$ cat src/rtl/rv_pkg.sv
// RV32I decode constants: major opcodes, ALU operation codes, immediate formats and M-extension codes.
package rv_pkg;

  localparam logic [6:0] OPC_OP     = 7'b0110011;
  localparam logic [6:0] OPC_OP_IMM = 7'b0010011;
  localparam logic [6:0] OPC_LOAD   = 7'b0000011;
  localparam logic [6:0] OPC_STORE  = 7'b0100011;
  localparam logic [6:0] OPC_BRANCH = 7'b1100011;
  localparam logic [6:0] OPC_JAL    = 7'b1101111;
  localparam logic [6:0] OPC_JALR   = 7'b1100111;
  localparam logic [6:0] OPC_LUI    = 7'b0110111;
  localparam logic [6:0] OPC_AUIPC  = 7'b0010111;

  localparam logic [6:0] FUNCT7_M   = 7'b0000001;

  // M-extension codes: funct3 travels alongside to pick the signed/unsigned/high variant.
  typedef enum logic [3:0] {
    ALU_ADD    = 4'd0,
    ALU_SUB    = 4'd1,
    ALU_AND    = 4'd2,
    ALU_OR     = 4'd3,
    ALU_XOR    = 4'd4,
    ALU_SLL    = 4'd5,
    ALU_SRL    = 4'd6,
    ALU_SRA    = 4'd7,
    ALU_SLT    = 4'd8,
    ALU_SLTU   = 4'd9,
    ALU_PASS_B = 4'd10,
    ALU_MUL    = 4'd11,
    ALU_MULH   = 4'd12,
    ALU_DIV    = 4'd13,
    ALU_REM    = 4'd14
  } alu_op_t;

  typedef enum logic [2:0] {
    IMM_NONE,
    IMM_I,
    IMM_S,
    IMM_B,
    IMM_U,
    IMM_J
  } imm_fmt_t;

  function automatic imm_fmt_t imm_fmt_of(input logic [6:0] opc);
    imm_fmt_t fmt;
    case (opc)
      OPC_OP_IMM, OPC_LOAD, OPC_JALR: fmt = IMM_I;
      OPC_STORE:                      fmt = IMM_S;
      OPC_BRANCH:                     fmt = IMM_B;
      OPC_LUI, OPC_AUIPC:             fmt = IMM_U;
      OPC_JAL:                        fmt = IMM_J;
      default:                        fmt = IMM_NONE;
    endcase
    return fmt;
  endfunction

  // alt is funct7[5]; it means SUB only for register-register ops, SRA for both.
  function automatic alu_op_t arith_op(input logic [2:0] f3, input logic alt, input logic is_op);
    alu_op_t op;
    case (f3)
      3'b000:  op = (alt && is_op) ? ALU_SUB : ALU_ADD;
      3'b001:  op = ALU_SLL;
      3'b010:  op = ALU_SLT;
      3'b011:  op = ALU_SLTU;
      3'b100:  op = ALU_XOR;
      3'b101:  op = alt ? ALU_SRA : ALU_SRL;
      3'b110:  op = ALU_OR;
      default: op = ALU_AND;
    endcase
    return op;
  endfunction

  function automatic alu_op_t m_op(input logic [2:0] f3);
    alu_op_t op;
    case (f3)
      3'b000:          op = ALU_MUL;
      3'b100, 3'b101:  op = ALU_DIV;
      3'b110, 3'b111:  op = ALU_REM;
      default:         op = ALU_MULH;
    endcase
    return op;
  endfunction

endpackage

$ cat src/rtl/imm_gen.sv
// Combinational immediate extraction: picks the I/S/B/U/J layout from the opcode and sign-extends to XLEN.
module imm_gen
  import rv_pkg::*;
#(
  parameter int XLEN = 32
) (
  input  logic [31:0]     instr,
  output logic [XLEN-1:0] imm
);

  imm_fmt_t    fmt;
  logic [31:0] imm32;

  always_comb begin
    fmt   = imm_fmt_of(instr[6:0]);
    imm32 = '0;
    case (fmt)
      IMM_I:   imm32 = {{20{instr[31]}}, instr[31:20]};
      IMM_S:   imm32 = {{20{instr[31]}}, instr[31:25], instr[11:7]};
      IMM_B:   imm32 = {{19{instr[31]}}, instr[31], instr[7], instr[30:25], instr[11:8], 1'b0};
      IMM_U:   imm32 = {instr[31:12], 12'b0};
      IMM_J:   imm32 = {{11{instr[31]}}, instr[31], instr[19:12], instr[20], instr[30:21], 1'b0};
      default: imm32 = '0;
    endcase
  end

  generate
    if (XLEN > 32) begin : g_wide
      assign imm = {{(XLEN-32){imm32[31]}}, imm32};
    end else begin : g_narrow
      assign imm = imm32[XLEN-1:0];
    end
  endgenerate

endmodule

$ cat src/rtl/id_stage.sv
// RV32I decode stage, one register deep: valid/ready on both sides, flush redirect, optional load-use bubble (HAZ_EN).
// Define RV_M_EXT_EN to decode the M extension; otherwise those encodings are flagged illegal.
module id_stage
  import rv_pkg::*;
#(
  parameter int XLEN   = 32,
  parameter bit HAZ_EN = 1'b1
) (
  input  logic            clk,
  input  logic            rst_n,
  input  logic            in_valid,
  output logic            in_ready,
  input  logic [31:0]     in_instr,
  input  logic [XLEN-1:0] in_pc,
  input  logic            flush,
  output logic            out_valid,
  input  logic            out_ready,
  output logic [XLEN-1:0] out_pc,
  output logic [XLEN-1:0] out_imm,
  output logic [4:0]      out_rd,
  output logic [4:0]      out_rs1,
  output logic [4:0]      out_rs2,
  output logic [2:0]      out_funct3,
  output logic [3:0]      out_alu_op,
  output logic            out_alu_src,
  output logic            out_mem_read,
  output logic            out_mem_write,
  output logic            out_reg_write,
  output logic            out_branch,
  output logic            out_jal,
  output logic            out_jalr,
  output logic            out_illegal
);

  logic [6:0]      opcode, funct7;
  logic [2:0]      funct3;
  logic [4:0]      rd, rs1, rs2;
  logic [XLEN-1:0] dec_imm;

  assign opcode = in_instr[6:0];
  assign rd     = in_instr[11:7];
  assign funct3 = in_instr[14:12];
  assign rs1    = in_instr[19:15];
  assign rs2    = in_instr[24:20];
  assign funct7 = in_instr[31:25];

  imm_gen #(.XLEN(XLEN)) u_imm_gen (
    .instr (in_instr),
    .imm   (dec_imm)
  );

  alu_op_t dec_alu_op;
  logic    dec_alu_src, dec_mem_read, dec_mem_write, dec_reg_write;
  logic    dec_branch, dec_jal, dec_jalr, dec_illegal, dec_uses_rs2;

  always_comb begin
    dec_alu_op    = ALU_ADD;
    dec_alu_src   = 1'b0;
    dec_mem_read  = 1'b0;
    dec_mem_write = 1'b0;
    dec_reg_write = 1'b0;
    dec_branch    = 1'b0;
    dec_jal       = 1'b0;
    dec_jalr      = 1'b0;
    dec_illegal   = 1'b0;
    dec_uses_rs2  = 1'b0;
    case (opcode)
      OPC_OP: begin
        dec_uses_rs2 = 1'b1;
        if (funct7 == FUNCT7_M) begin
`ifdef RV_M_EXT_EN
          dec_alu_op    = m_op(funct3);
          dec_reg_write = 1'b1;
`else
          dec_illegal   = 1'b1;
`endif
        end else begin
          dec_alu_op    = arith_op(funct3, funct7[5], 1'b1);
          dec_reg_write = 1'b1;
        end
      end
      OPC_OP_IMM: begin
        dec_alu_op    = arith_op(funct3, funct7[5], 1'b0);
        dec_alu_src   = 1'b1;
        dec_reg_write = 1'b1;
      end
      OPC_LOAD: begin
        dec_alu_src   = 1'b1;
        dec_mem_read  = 1'b1;
        dec_reg_write = 1'b1;
      end
      OPC_STORE: begin
        dec_alu_src   = 1'b1;
        dec_mem_write = 1'b1;
        dec_uses_rs2  = 1'b1;
      end
      OPC_BRANCH: begin
        dec_alu_op    = ALU_SUB;
        dec_branch    = 1'b1;
        dec_uses_rs2  = 1'b1;
      end
      OPC_JAL: begin
        dec_alu_src   = 1'b1;
        dec_jal       = 1'b1;
        dec_reg_write = 1'b1;
      end
      OPC_JALR: begin
        dec_alu_src   = 1'b1;
        dec_jalr      = 1'b1;
        dec_reg_write = 1'b1;
      end
      OPC_LUI: begin
        dec_alu_op    = ALU_PASS_B;
        dec_alu_src   = 1'b1;
        dec_reg_write = 1'b1;
      end
      OPC_AUIPC: begin
        dec_alu_src   = 1'b1;
        dec_reg_write = 1'b1;
      end
      default: dec_illegal = 1'b1;
    endcase
    if (rd == 5'd0) dec_reg_write = 1'b0;
  end

  // The held output register doubles as the interlock state: a held load is the only hazard source.
  logic hazard, accept;

  always_comb begin
    hazard = 1'b0;
    if (HAZ_EN && out_valid && out_mem_read && (out_rd != 5'd0) && in_valid)
      hazard = (out_rd == rs1) || (dec_uses_rs2 && (out_rd == rs2));
  end

  assign in_ready = (!out_valid || out_ready) && !hazard;
  assign accept   = in_valid && in_ready && !flush;

  always_ff @(posedge clk) begin
    if (!rst_n) begin
      out_valid     <= 1'b0;
      out_pc        <= '0;
      out_imm       <= '0;
      out_rd        <= '0;
      out_rs1       <= '0;
      out_rs2       <= '0;
      out_funct3    <= '0;
      out_alu_op    <= ALU_ADD;
      out_alu_src   <= 1'b0;
      out_mem_read  <= 1'b0;
      out_mem_write <= 1'b0;
      out_reg_write <= 1'b0;
      out_branch    <= 1'b0;
      out_jal       <= 1'b0;
      out_jalr      <= 1'b0;
      out_illegal   <= 1'b0;
    end else if (flush) begin
      out_valid <= 1'b0;
    end else if (accept) begin
      out_valid     <= 1'b1;
      out_pc        <= in_pc;
      out_imm       <= dec_imm;
      out_rd        <= rd;
      out_rs1       <= rs1;
      out_rs2       <= rs2;
      out_funct3    <= funct3;
      out_alu_op    <= dec_alu_op;
      out_alu_src   <= dec_alu_src;
      out_mem_read  <= dec_mem_read;
      out_mem_write <= dec_mem_write;
      out_reg_write <= dec_reg_write;
      out_branch    <= dec_branch;
      out_jal       <= dec_jal;
      out_jalr      <= dec_jalr;
      out_illegal   <= dec_illegal;
    end else if (out_ready) begin
      out_valid <= 1'b0;
    end
  end

endmodule

$ cat config.mk
export PLATFORM = sky130hd
export DESIGN_NAME = id_stage
export DESIGN_NICKNAME = d
export VERILOG_FILES = /design/src/rtl/rv_pkg.sv /design/src/rtl/imm_gen.sv /design/src/rtl/id_stage.sv
export SDC_FILE = /design/constraint.sdc
export NUM_CORES = 1
export LEC_CHECK = 0
export BUFFER_PORTS_ARGS = -buffer_cell sky130_fd_sc_hd__clkbuf_2
export CAP_MARGIN = 10
export CORE_MARGIN = 2
export CORE_UTILIZATION = 35
export CTS_CLUSTER_SIZE = 10
export DETAILED_ROUTE_END_ITERATION = 10
export MAX_ROUTING_LAYER = met4
export PLACE_DENSITY = 0.67
export SYNTH_ARGS = -nofsm -noshare
export SYNTH_HDL_FRONTEND = slang
export SYNTH_SLANG_ARGS = --single-unit
export TNS_END_PERCENT = 10
$ cat constraint.sdc
create_clock -name clk -period 1.75 [get_ports clk]
set_input_delay 0.2625 -clock clk [delete_from_list [all_inputs] [get_ports clk]]
set_output_delay 0.2625 -clock clk [all_outputs]
set_load 0.01 [all_outputs]
# After elaboration in Yosys (flattened, before gate mapping)
# Index checks and enable logic that the tools add are counted.
classes:
  eq_ne: 23
  n_mux: 23
  n_bitwise: 2
  reduce_logical: 24
ops:
  columns: ["op", "count"]
  rows:
  - ["one-hot mux 32 bit (5 select lines)", 1]
  - ["one-hot mux 4 bit (7 select lines)", 2]
  - ["== test 7 x 6 -> 1 bit, second input constant", 3]
  - ["== test 7 bit, second input constant", 3]
  - ["one-hot mux 4 bit (4 select lines)", 1]
  - ["== test 3 bit, second input constant", 5]
  - ["two-way mux 1 bit", 15]
  - ["one-hot mux 3 bit (5 select lines)", 1]
  - ["== test 7 x 5 -> 1 bit, second input constant", 2]
  - ["== test 3 x 2 -> 1 bit, second input constant", 4]
  - ["== test 5 bit", 2]
  - ["OR reduction 8 bit", 1]
  - ["== test 7 x 1 -> 1 bit, second input constant", 1]
  - ["== test 7 x 2 -> 1 bit, second input constant", 1]
  - ["logical AND 1 bit", 7]
  - ["OR reduction 7 bit", 1]
  - ["== test 3 x 1 -> 1 bit, second input constant", 2]
  - ["OR reduction 3 bit", 2]
  - ["OR reduction 6 bit", 1]
  - ["logical NOT 5 bit", 1]
  - ["nonzero test 5 bit", 1]
  - ["two-way mux 4 bit", 1]
  - ["one-hot mux 1 bit (2 select lines)", 2]
  - ["OR reduction 2 bit", 2]
  - ["other kinds (6)", 10]
word_totals:
  register_bits: 95
  input_bits: 69
  output_inout_bits: 96

# Longest topological paths before layout
depth:
  ltp_word: 11
  ltp_mapped: 9

# By module
# From an unflattened synthesis, not the netlist that was laid out.
unflattened:
  hier_cells: 571
  area_unflattened_um2: 4531.8
by_module_without_submodules:
  columns: ["mod", "n_inst", "cells_per_inst", "area_each_um2"]
  rows:
  - ["id_stage", 1, 495, 4041.4]
  - ["imm_gen", 1, 76, 490.5]

# Worst setup path before layout
# OpenSTA, ideal clock, no wires.
synth_timing:
  path_kind: "reg2reg"
  startpoint: "reg out_rd[4]"
  endpoint: "reg out_reg_write"
  arrival_time_ns: 1.772
  path_slack_ns: -0.094
  path_stages_with_launch: 7
  path_buffers: 1
  synth_period_minus_slack_ns: 1.844
  cell_sequence: "dfxtp_1 > or4_1 > o21a_1 > o211a_4 > nor2_8 > buf_12 > mux2i_1"
synth_via:
  elab_chain_len: 9
  elab_cells_between_ends: 13
  cone_classes: "eq/ne: 2; mux: 1; reduce/logical: 10"
synth_rtl:
  columns: ["item", "line_no", "rtl"]
  rows:
  - ["from (decl)", "id_stage.sv:20", "output logic [4:0] out_rd,"]
  - ["from (signal assigned)", "id_stage.sv:162", "out_rd <= rd;"]
  - ["== test 5 bit or nonzero test 5 bit (tied branches)", "id_stage.sv:132, id_stage.sv:131", null]
  - ["logical AND 1 bit, on equally long branches", "id_stage.sv:132, id_stage.sv:131", null]
  - ["logical OR 1 bit or logical AND 1 bit (tied branches)", "id_stage.sv:132, id_stage.sv:131", null]
  - ["two-way mux 1 bit *", "id_stage.sv:131", "if (HAZ_EN && out_valid && out_mem_read && (out_rd != 5'd0) && in_valid)"]
  - ["logical NOT 1 bit *", "id_stage.sv:135", "assign in_ready = (!out_valid || out_ready) && !hazard;"]
  - ["logical AND 1 bit *", "id_stage.sv:135", null]
  - ["logical AND 1 bit * (2 in a row)", "id_stage.sv:136", "assign accept = in_valid && in_ready && !flush;"]
  - ["AND reduction 2 bit (no source line) *", null, null]
  - ["to (signal assigned)", "id_stage.sv:170", "out_reg_write <= dec_reg_write;"]
  - ["to (decl)", "id_stage.sv:28", "output logic out_reg_write,"]
# Every way passes the cells marked *; elsewhere a longest branch is shown, timed or not.
# A chain may end at the register's enable or synchronous reset.

# Final worst setup path
layout_timing:
  startpoint: "reg out_rd[4]"
  endpoint: "out in_ready"
layout_via:
  elab_chain_len: 6
  elab_cells_between_ends: 10
  cone_classes: "eq/ne: 2; mux: 1; reduce/logical: 7"
layout_rtl:
  columns: ["item", "line_no", "rtl"]
  rows:
  - ["== test 5 bit or nonzero test 5 bit (tied branches)", "id_stage.sv:132, id_stage.sv:131", null]
  - ["logical AND 1 bit, on equally long branches", "id_stage.sv:132, id_stage.sv:131", null]
  - ["logical OR 1 bit or logical AND 1 bit (tied branches)", "id_stage.sv:132, id_stage.sv:131", null]
  - ["two-way mux 1 bit *", "id_stage.sv:131", null]
  - ["logical NOT 1 bit *", "id_stage.sv:135", null]
  - ["logical AND 1 bit *", "id_stage.sv:135", null]
  - ["to (decl)", "id_stage.sv:12", "output logic in_ready,"]
# Marks and branches as above.

==> impl_summary.md <==
Final layout
Excluding fillers, the count of instances in the completed layout stands at 922. The share of final-layout standard cells stronger than drive strength 1 is 38.9%. The count of inserted antenna diode cells is 0. The area growth from synthesis to layout is 44.4%.

The net count of the finished layout is 815. Cells fill 51.5% of the core in the end.

Detailed routing
The routed layout has 4789 vias. After the first detailed-routing iteration, the DRC count stood at 283. The detailed-route vias per instance is 5.19. Wires add up to 15000 um. In the routed design, unresolved DRC markers number 0. The number of detailed-route iterations in the first pass is 5. In the final routed layout, each cell accounts on average for 16.2 um. The number of nets still failing antenna checks after routing is 0.

Placement
The number of placed cells counting well taps is 890. The detailed placement HPWL is 10800 um. The number of input and output port buffers inserted is 164. Before CTS, the worst setup slack after placement is -306 ps.

Routability-driven placement finished with a final weighted congestion of 0.860.

Timing
Counting I/O delays and the setup requirement, the final critical path takes 2050 ps. The pin slew with the least headroom to its limit is 584 ps. The clock arrives with 6.95 ps of skew. The relative max-transition margin is 61.1%.

The highest clock rate is 488 MHz. The final-report max-slew violation count came to 0. The minimum setup slack in the final design is -300 ps. The total count of hold-check failures in the final report came to 0. Setup repair after global routing could not meet its margin everywhere. Setup violations remaining at the end of the flow were counted as 95. The worst path uses 117% of the clock period.

Global routing
The layer flagged by global routing as most heavily used is met2. The via count of the first global-routing pass is 4433. Global routing used 4.46% of the available met3 tracks.

Summed over all layers, the global routing overflow is 0. Global routing used 21.6% of the available tracks. The number of antenna violations at the first check in global routing was 0.

The first global-routing pass estimated 23200 um of wire. The maximum number of pins on one net before global-route repair is 56. Global routing used 28.4% of the available met1 tracks. The met2 track demand over resource in global routing is 32.9%.

Setup path
The critical-path cell with the highest stage delay is or4_4. The data arrival time of the critical path is 1790 ps. The signal on the critical path passes through or4_4 -> o21a_4 -> o211ai_1 -> nand2_1 -> nand2_1 -> buf_2. The most prevalent standard cell on the critical path is nand2_1. At the worst endpoint, the required time is 1490 ps. In this run the worst path has a maximum fanout of 3. The kind of critical path is flop to output pin. The delay of the slowest cell on the worst path is 500 ps. The setup slack of the most critical reg-to-reg path is -260 ps. The critical path capture point type is an output pin.

The endpoint of the worst-slack reg-to-reg timing path is out_pc[3]. Counting cells, the worst reg-to-reg path comes to 9. STA classifies the critical path startpoint as a flop. The worst register-to-register path begins at out_rd[3].

Logic synthesis
The Yosys warning count is 0. The sequential cell area fraction in the yosys report is 42.2%. The count of flip-flops with a built-in enable after synthesis is 0. After synthesis, the share of flip-flops with an asynchronous set or reset is 0%.

Sorting the synthesized cells by area gives the leading types as dfxtp_1, o21ai_0, mux2i_1. The average cell area after synthesis is 8.33 um2. The leading area contributor after synthesis is dfxtp_1.

The top cell type by area accounts for 42.2% of the synthesized area. The cell area that synthesis handed to floorplanning was 4510 um2. The number of distinct library cells after synthesis is 48. The number of standard cells after synthesis is 541. The register bit count reported by yosys is 95. Counting every net in the synthesized netlist gives 610. The most used flip-flop cell after synthesis is dfxtp_1.

CTS
Clock tree synthesis inserted a total of 9 buffers. The clock sink total is 95. Hold repair after CTS inserted 0 buffers. Clock latency on the worst-skew pair, taken at its later pin, is 350 ps. The H-tree depth reported by CTS is 3. The longest clock path from root to sink contains 2 buffers. The clock-pin slew of the registers on the worst-case setup and hold paths is 60 ps. TritonCTS built the clock tree. The root buffer cell chosen for the clock tree is clkbuf_16.

Floorplan
The overall die area is 13800 um2. The horizontal die dimension is 117 um. For this configuration, the core starts out at a cell density of 35.7%.

The initialized floorplan defines 41 standard-cell rows. The floorplan die height is 117 um. The area of the core region is 12600 um2. Pin placement for this block handled 165 I/O pins.

Pwr
The total power divided by cell area is 726 nW/um2. The leakage power is 2.75 nW. The largest voltage drop on the vdd net is 417 uV.

Worst hold path
In this run the most critical hold path is launched from flush. The worst hold path was traced through 2 stages. The worst-case hold path end point is out_valid. The path class of the tightest hold or removal check is primary input to flop.

Outcome
The run finished, with violations left. The checks that failed: setup timing.

Job
The number of maximum-capacitance constraint violations is 0.
logic make-up (layout without fill, tap and decap cells):
group / after synthesis / after routing / synth area share (%)
AOI/OAI and AO/OA: 160 / 160 / 20.0
xor gates and xnor gates: 11 / 11 / 2.14
DFF: 95 / 95 / 42.2
muxes: 35 / 35 / 7.78
and+or+nand+nor: 191 / 191 / 21.7
buffers and inverters: 49 / 258 / 6.22
state kept, by name (all words and copies together) (netlist names), 3 cells and up:
register    flops
out_alu_op      4
out_funct3      3
out_imm        32
out_pc         32
out_rd          5
out_rs1         5
out_rs2         5
stage by stage:
step / cell area (um2) / TNS (ps) / total power, mW / hold slack (ps)
after CTS: 6270 / -21140 / 4.75 / 128
after global routing: 6500 / -26070 / 4.92 / 142
after detailed placement: 5800 / -19310 / 2.91 / 449
after floorplan: 4510 / -1350 / 2.61 / 342
after global placement: 5800 / -12240 / 2.90 / 445
final: 6500 / -17760 / 4.73 / 136
cell usage in the layout, fill, tap and decap left out, drive strengths merged, types with 9 or more instances in the layout:
cell | Yosys | final
nand4 | 9 | 9
a21oi | 58 | 58
nand2 | 69 | 69
o21ai | 76 | 76
mux2i | 35 | 35
nand3 | 60 | 60
and2 | 12 | 12
dfxtp | 95 | 95
buf | 17 | 76
clkbuf | 29 | 174
per-layer routing:
metal / wire length, um / vias up
met3: 930 / 22
met4: 388 / 0
li1: - / 2338
met1: 6730 / 2260
met2: 6920 / 169
met5: 0 / -
critical path, delay by kind of cell, from the launching register on:
family | cells | cell delay [ps]
flops | 1 | 340
simple gates | 3 | 650
buf+inv | 1 | 130
compound gates | 2 | 330
synthesized netlist by cell type (all sizes together), types with 2 or more instances:
cell type and instances:
or4 3, clkbuf 29, and2 12, o2111ai 3, nand4b 2, dfxtp 95
nor3 8, mux2i 35, nand2b 4, o221ai 2, xor2 8, a21oi 58
o21ai 76, nor2 8, buf 17, and3 3, a311oi 2, nand4 9
nand3 60, nor2b 4, nand2 69, inv 3, o211ai 4, nor4 2
o21a 2, xnor2 3, a21o 8
layout make-up:
class,count,area [um2]
Fill cell,1217,6110
Multi-Input combinational cell,397,2460
Sequential cell,95,1910
Timing Repair Buffer,240,1630
Clock buffer,10,239
Tap cell,172,215
Clock inverter,5,33.8
Inverter,3,11.3
report_power, final:
part / total [mW] / internal (mW) / switching (mW)
combinational: 0.643 / 0.280 / 0.363
sequential: 2.26 / 2.22 / 0.0369
clock: 1.82 / 0.994 / 0.830
total: 4.73 / 3.50 / 1.23
worst max path at each step:
stage / slack, ps / cells past startpoint / end / startpoint
CTS: -320 / 6 / in_ready / out_rd[4]
global route: -380 / 9 / in_ready / out_rd[4]
global placement: -170 / 7 / out_pc[31] / out_rd[3]
floorplan: -40 / 6 / out_reg_write / out_rd[0]
finish: -300 / 6 / in_ready / out_rd[4]
detailed placement: -310 / 7 / out_rs1[1] / out_rd[3]
repair_timing:
item                                    in CTS  in global routing
endpoints found under the hold margin        0                  0
endpoints found under the setup margin      96                 96
gates resized for setup                     48                 45
setup buffers                                4                  9
pin swaps                                   32                 24
cloned                                       3                  1
No activity file was read; power rests on OpenSTA's default activity.
